==> src/rtl/cpu6_shifter_if.sv <==
// Request/response bundle between the cpu6 execute stage and the iterative shifter.
// The master drives the decoded shift request; the slave returns stall/done/result.
interface cpu6_shifter_if;
    logic        shft_en;
    logic        shft_lr;
    logic        shft_la;
    logic [31:0] a;
    logic [4:0]  shamt;
    logic        flush;
    logic        stall;
    logic        done;
    logic [31:0] result;

    modport master (
        output shft_en,
        output shft_lr,
        output shft_la,
        output a,
        output shamt,
        output flush,
        input  stall,
        input  done,
        input  result
    );

    modport slave (
        input  shft_en,
        input  shft_lr,
        input  shft_la,
        input  a,
        input  shamt,
        input  flush,
        output stall,
        output done,
        output result
    );
endinterface

==> src/rtl/cpu6_shifter.sv <==
// Iterative 32-bit SLL/SRL/SRA unit for the cpu6 execute stage.
// Define CPU6_SHFT_FAST_EN to step up to 4 bits per cycle instead of 1.
module cpu6_shifter (
    input  logic           clk,
    input  logic           reset,
    cpu6_shifter_if.slave  bus
);

    typedef enum logic [1:0] {StIdle, StShift, StDone} state_e;

    state_e      state_q;
    logic [31:0] acc_q;
    logic [4:0]  cnt_q;
    logic [31:0] result_q;
    logic        lr_q;
    logic        la_q;
    logic        sign_q;

    logic [2:0]  step;
    logic        fill;
    logic [31:0] acc_shifted;

    function automatic logic [31:0] shift_step(logic [31:0] v, logic [2:0] s, logic right,
                                               logic f);
        logic [31:0] r;
        r = v;
        if (right) begin
            unique case (s)
                3'd1:    r = {f, v[31:1]};
                3'd2:    r = {{2{f}}, v[31:2]};
                3'd3:    r = {{3{f}}, v[31:3]};
                3'd4:    r = {{4{f}}, v[31:4]};
                default: r = v;
            endcase
        end else begin
            unique case (s)
                3'd1:    r = {v[30:0], 1'b0};
                3'd2:    r = {v[29:0], 2'b0};
                3'd3:    r = {v[28:0], 3'b0};
                3'd4:    r = {v[27:0], 4'b0};
                default: r = v;
            endcase
        end
        return r;
    endfunction

`ifdef CPU6_SHFT_FAST_EN
    assign step = (cnt_q > 5'd4) ? 3'd4 : cnt_q[2:0];
`else
    assign step = 3'd1;
`endif

    // Only an arithmetic right shift replicates the captured sign bit.
    assign fill        = lr_q & la_q & sign_q;
    assign acc_shifted = shift_step(acc_q, step, lr_q, fill);

    always_ff @(posedge clk) begin
        if (reset) begin
            state_q  <= StIdle;
            acc_q    <= 32'd0;
            cnt_q    <= 5'd0;
            result_q <= 32'd0;
            lr_q     <= 1'b0;
            la_q     <= 1'b0;
            sign_q   <= 1'b0;
        end else if (bus.flush) begin
            state_q <= StIdle;
        end else begin
            unique case (state_q)
                StIdle: begin
                    if (bus.shft_en) begin
                        acc_q  <= bus.a;
                        cnt_q  <= bus.shamt;
                        lr_q   <= bus.shft_lr;
                        la_q   <= bus.shft_la;
                        sign_q <= bus.a[31];
                        if (bus.shamt == 5'd0) begin
                            state_q  <= StDone;
                            result_q <= bus.a;
                        end else begin
                            state_q <= StShift;
                        end
                    end
                end
                StShift: begin
                    acc_q <= acc_shifted;
                    cnt_q <= cnt_q - {2'b00, step};
                    // result is loaded on entry to DONE so it equals acc there and holds after.
                    if (cnt_q == {2'b00, step}) begin
                        state_q  <= StDone;
                        result_q <= acc_shifted;
                    end
                end
                StDone:  state_q <= StIdle;
                default: state_q <= StIdle;
            endcase
        end
    end

    always_comb begin
        bus.stall = 1'b0;
        bus.done  = 1'b0;
        if (!reset && !bus.flush) begin
            bus.stall = ((state_q == StIdle) && bus.shft_en) || (state_q == StShift);
            bus.done  = (state_q == StDone);
        end
    end

    assign bus.result = result_q;

endmodule
==> src/flat_wrapper.sv <==
// flat-port wrapper written by rule: the top's interface ports become plain ports
module cpu6_shifter_flat 
  (clk, reset, bus_shft_en, bus_shft_lr, bus_shft_la, bus_a, bus_shamt, bus_flush, bus_stall, bus_done, bus_result);
  cpu6_shifter_if bus_i ();
  input  logic clk;
  input  logic reset;
  input wire logic [$bits(bus_i.shft_en)-1:0] bus_shft_en;
  input wire logic [$bits(bus_i.shft_lr)-1:0] bus_shft_lr;
  input wire logic [$bits(bus_i.shft_la)-1:0] bus_shft_la;
  input wire logic [$bits(bus_i.a)-1:0] bus_a;
  input wire logic [$bits(bus_i.shamt)-1:0] bus_shamt;
  input wire logic [$bits(bus_i.flush)-1:0] bus_flush;
  output wire logic [$bits(bus_i.stall)-1:0] bus_stall;
  output wire logic [$bits(bus_i.done)-1:0] bus_done;
  output wire logic [$bits(bus_i.result)-1:0] bus_result;
  assign bus_i.shft_en = bus_shft_en;
  assign bus_i.shft_lr = bus_shft_lr;
  assign bus_i.shft_la = bus_shft_la;
  assign bus_i.a = bus_a;
  assign bus_i.shamt = bus_shamt;
  assign bus_i.flush = bus_flush;
  assign bus_stall = bus_i.stall;
  assign bus_done = bus_i.done;
  assign bus_result = bus_i.result;
  cpu6_shifter u_core (.clk(clk), .reset(reset), .bus(bus_i));
endmodule
==> config.mk <==
export PLATFORM = sky130hd
export DESIGN_NAME = cpu6_shifter_flat
export DESIGN_NICKNAME = d
export VERILOG_FILES = /design/src/rtl/cpu6_shifter_if.sv /design/src/rtl/cpu6_shifter.sv /design/src/flat_wrapper.sv
export SDC_FILE = /design/constraint.sdc
export NUM_CORES = 1
export LEC_CHECK = 0
export CORE_ASPECT_RATIO = 0.8
export CORE_MARGIN = 3
export CORE_UTILIZATION = 25
export DETAILED_ROUTE_END_ITERATION = 8
export DONT_BUFFER_PORTS = 1
export MAX_ROUTING_LAYER = met4
export PLACE_DENSITY = 0.38
export SETUP_SLACK_MARGIN = 0.2
export SYNTH_ARGS = -nofsm -noshare
export SYNTH_HDL_FRONTEND = slang
export SYNTH_SLANG_ARGS = --single-unit
==> constraint.sdc <==
create_clock -name clk -period 2.1 [get_ports clk]
set_input_delay 0.315 -clock clk [delete_from_list [all_inputs] [get_ports clk]]
set_output_delay 0.315 -clock clk [all_outputs]
set_load 0.02 [all_outputs]
==> flow_summary.rst <==
.. list-table::
   :header-rows: 1

   * - Metric
     - Value
   * - Worst path required time
     - 1.78 ns
   * - GRT Total Usage
     - 0.138
   * - Area overhead of the layout relative to synthesis
     - 14.2%
   * - Max-slew violations
     - 0
   * - HPWL after DPL
     - 7400 um
   * - Total number of yosys warnings
     - 0
   * - Standard-cell row count
     - 38
   * - Fraction of power consumed by combinational cells
     - 0.115
   * - Pin count of the biggest net entering global routing
     - 77
   * - Buffers on Ports
     - 0
   * - Worst-skew pair later-pin latency
     - 0.33 ns
   * - Clock power frac
     - 0.442
   * - Total gr overflow
     - 0
   * - Number of max-cap violations
     - 0
   * - Post-synthesis net count
     - 473
   * - Final count of hold timing violations
     - 0
   * - Mapped Cells
     - 428
   * - Cell-by-cell listing of the critical path
     - or2_2 > nand3_2 > nor2_1 > buf_4
   * - Endpoint arrival time on the critical path
     - 1.48 ns
   * - Final Skew
     - 0.00748 ns
   * - Count of flip-flops with a built-in enable after synthesis
     - 0
   * - Area share of the largest cell type after synthesis
     - 0.405
   * - Endpoint of the lowest-slack register-to-register path
     - u_core.acc_q[0]$_SDFFE_PP0P_
   * - Setup repair after global routing missed its margin
     - true
   * - Net Sw Power
     - 891 uW
   * - CP max stage delay
     - 0.45 ns
   * - Clock input transition at the sequential cells of the worst setup and hold paths
     - 0.06 ns
   * - VDD IR max
     - 0.000318 V
   * - Total setup violations reported at the end of the flow
     - 0
   * - CTS sink count
     - 74
   * - Synthesized area per cell
     - 8.54 sq um
   * - Number of H-tree levels
     - 3
   * - I/O pin total
     - 77
   * - Type of the worst min-delay path
     - primary input to register
   * - Horizontal extent of the die
     - 141 um
   * - Top area cells in the synthesized netlist
     - sky130_fd_sc_hd__dfxtp_1 (41%), sky130_fd_sc_hd__mux2_2 (18%), sky130_fd_sc_hd__a21oi_1 (9.4%)
   * - Layout Nets
     - around 460
   * - Number of distinct library cell variants in the gate-level netlist after synthesis
     - 40
   * - Post-route DRC
     - 0
   * - Outcome
     - completed
   * - Maximum number of buffers from clock root to sink
     - 2
   * - Final-layout setup total negative slack
     - 0 ns
   * - Routed via count
     - 3025
   * - Synth top cells by count
     - sky130_fd_sc_hd__dfxtp_1 (74), sky130_fd_sc_hd__a21oi_1 (69), sky130_fd_sc_hd__nand2_1 (67)
   * - Flip-flop and latch count after synthesis
     - 74
   * - Terminating pin of the worst hold path
     - u_core.cnt_q[3]$_SDFFE_PP0P_
   * - DR pass1 iterations
     - 4
   * - Min cycle time layout
     - 1.80 ns
   * - PwrDens
     - 825 mW/mm^2
   * - Worst-path maximum fanout
     - 8
   * - Launching element of the worst setup path
     - u_core.state_q[0]$_SDFFE_PN0P_
   * - Cell area after technology mapping
     - 0.00365 sq mm
   * - Leakage Power
     - 1.42 nW
   * - DIE HEIGHT
     - 114 um
   * - Area leader, netlist
     - sky130_fd_sc_hd__dfxtp_1
   * - Switch share
     - 0.259
   * - Number of buffers inserted by post-CTS setup repair
     - 0
   * - Total Routed Length
     - about 11000 um
   * - Via count of the first global-routing pass
     - 2921
   * - Number of nets with antenna violations after routing
     - 0
   * - Vias per cell
     - 5.02
   * - Maximum clock frequency
     - 0.556 GHz
   * - Area enclosed by the die boundary
     - 0.0161 sq mm
   * - WL per Instance
     - 17.9 um
   * - Clock buffer count from CTS
     - 9
   * - Number of buffers added to fix hold violations after cts
     - 0
   * - Dominant cell by count in the synthesized netlist
     - sky130_fd_sc_hd__dfxtp_1
   * - Slew Limit Headroom
     - 0.751
   * - Depth of the worst register-to-register path
     - 5
   * - Placeable core area
     - between 0.01 and 0.015 sq mm
   * - Endpoint class of the critical path
     - output port
   * - Cell with the largest stage delay on the worst path
     - sky130_fd_sc_hd__dfxtp_1
   * - Antenna violations before repair
     - 2
   * - Actual slew at the worst max-slew pin
     - 0.373 ns
   * - Hold Path Stages
     - 1
   * - Share of final-layout standard cells stronger than drive strength 1
     - 0.233
   * - Starting utilization of the core area
     - 0.262
   * - TritonCTS clock tree
     - yes
   * - Startpoint of the most critical hold path
     - reset
   * - R2R Path Start
     - u_core.state_q[0]$_SDFFE_PN0P_
   * - Sequential cell area fraction in the yosys report
     - 0.405
   * - First-pass GRT wire length
     - between 15000 and 20000 um
   * - Root buf cell
     - sky130_fd_sc_hd__clkbuf_16
   * - Routability-driven placement congestion ratio
     - 0.793
   * - Part of the cycle the worst path needs
     - 0.856
   * - Final hold slack
     - 0.0530 ns
   * - Internal power component
     - 2.55 mW
   * - Slack of the worst reg-to-reg path
     - 0.37 ns
   * - Crit Path Category
     - register to output port
   * - Type of origin of the critical path
     - register
   * - Fraction of power consumed by sequential logic
     - 0.443
   * - Violation count after the first detailed-routing iteration
     - 186
   * - Most common flop cell mapped by yosys
     - sky130_fd_sc_hd__dfxtp_1
   * - Share of synthesized flip-flops with an asynchronous set or reset
     - 0
flip-flops by register name (all words and copies together) (netlist names):
| signal | cells |
|---|---|
| u_core.cnt_q | 5 |
| u_core.sign_q | 1 |
| u_core.state_q | 2 |
| u_core.la_q | 1 |
| u_core.bus.result | 32 |
| u_core.acc_q | 32 |
| u_core.lr_q | 1 |
how the worst max path moves through the flow:
| stage | end | cells past startpoint | slack [ns] |
|---|---|---|---|
| 2_1_floorplan | u_core.bus.result[23]$_SDFFE_PP0P_ | 5 | 0.54 |
| 3_5_place_dp | u_core.bus.result[0]$_SDFFE_PP0P_ | 6 | 0.29 |
| 3_3_place_gp | u_core.acc_q[0]$_SDFFE_PP0P_ | 5 | 0.36 |
| 6_report | bus_stall | 4 | 0.30 |
| 5_1_grt | bus_done | 3 | 0.20 |
| 4_1_cts | u_core.bus.result[0]$_SDFFE_PP0P_ | 6 | 0.26 |
power by group through the flow:
| stage | sequential, mW | combinational (mW) | clock (mW) |
|---|---|---|---|
| 5_1_grt | 1.53 | 0.442 | 1.62 |
| 6_report | 1.53 | 0.396 | 1.52 |
| 2_1_floorplan | 1.54 | 0.320 | 0 |
| 3_5_place_dp | 1.56 | 0.396 | 0 |
| 4_1_cts | 1.52 | 0.398 | 1.56 |
| 3_3_place_gp | 1.56 | 0.393 | 0 |
cells by family (layout without fill, tap and decap cells):
logic type / after synthesis / count (layout) / share of synthesized area
muxes: 64 / 64 / 0.196
other: 0 / 2 / 0
AOI/OAI and AO/OA: 117 / 117 / 0.177
adders and majority gates: 2 / 2 / 0.00685
and+or+nand+nor: 128 / 128 / 0.160
buffers and inverters: 43 / 36 / 0.0548
DFF: 74 / 74 / 0.405
worst max-delay path, delay by kind of cell (launching register included):
kind / cells / cell delay [ns]
flops: 1 / 0.45
simple gates: 3 / 0.54
buf+inv: 1 / 0.15
layer usage:
layer,part of all wire,vias to the layer above,GRT usage
met3,0.071,12,0.0484
met5,0,-,-
met2,0.42,82,0.193
met4,0.0086,0,0.0316
li1,-,1495,-
met1,0.50,1436,0.191
layout make-up:
class	instances	area, sq um
clock inverters	5	56.3
repair buffers	15	163
flip-flops and latches	74	1480
inverters	6	22.5
diodes	2	5.00
clock buffers	10	229
well taps	180	225
multi-input cells	311	1990
fillers	1478	9760
metrics by stage:
step | setup WS (ns) | cell area, sq um | util | total power, mW | cells
after floorplan | 0.542 | 3650 | - | 1.86 | 428
after global placement | 0.357 | 3870 | 0.278 | 1.95 | 586
after detailed placement | 0.287 | 3870 | 0.278 | 1.95 | 586
after CTS | 0.258 | 4160 | 0.298 | 3.49 | 601
after global routing | 0.196 | 4170 | 0.300 | 3.59 | 603
final | 0.302 | 4170 | 0.300 | 3.44 | 603
cells in the final DEF (no fill, tap or decap), types with 2 or more instances in the layout:
cell	instances
sky130_fd_sc_hd__o211ai_1	3
sky130_fd_sc_hd__nor2_1	10
sky130_fd_sc_hd__and3_1	3
sky130_fd_sc_hd__a211oi_1	2
sky130_fd_sc_hd__nor3_1	2
sky130_fd_sc_hd__clkbuf_16	9
sky130_fd_sc_hd__inv_1	6
sky130_fd_sc_hd__o21ai_0	33
sky130_fd_sc_hd__a21oi_1	69
sky130_fd_sc_hd__nand3_1	33
sky130_fd_sc_hd__ha_1	2
sky130_fd_sc_hd__buf_12	4
sky130_fd_sc_hd__buf_4	11
sky130_fd_sc_hd__mux2i_1	4
sky130_fd_sc_hd__clkinv_2	2
sky130_fd_sc_hd__mux2_2	60
sky130_fd_sc_hd__nor4_1	2
sky130_fd_sc_hd__nand2b_1	2
sky130_fd_sc_hd__diode_2	2
sky130_fd_sc_hd__dfxtp_1	74
sky130_fd_sc_hd__nand2_1	67
timing repair:
action,in CTS,in global routing
setup endpoints to repair,0,2
resized for setup,0,2
hold endpoints to repair,0,0
Note: power is estimated with default switching activity, not from simulation.
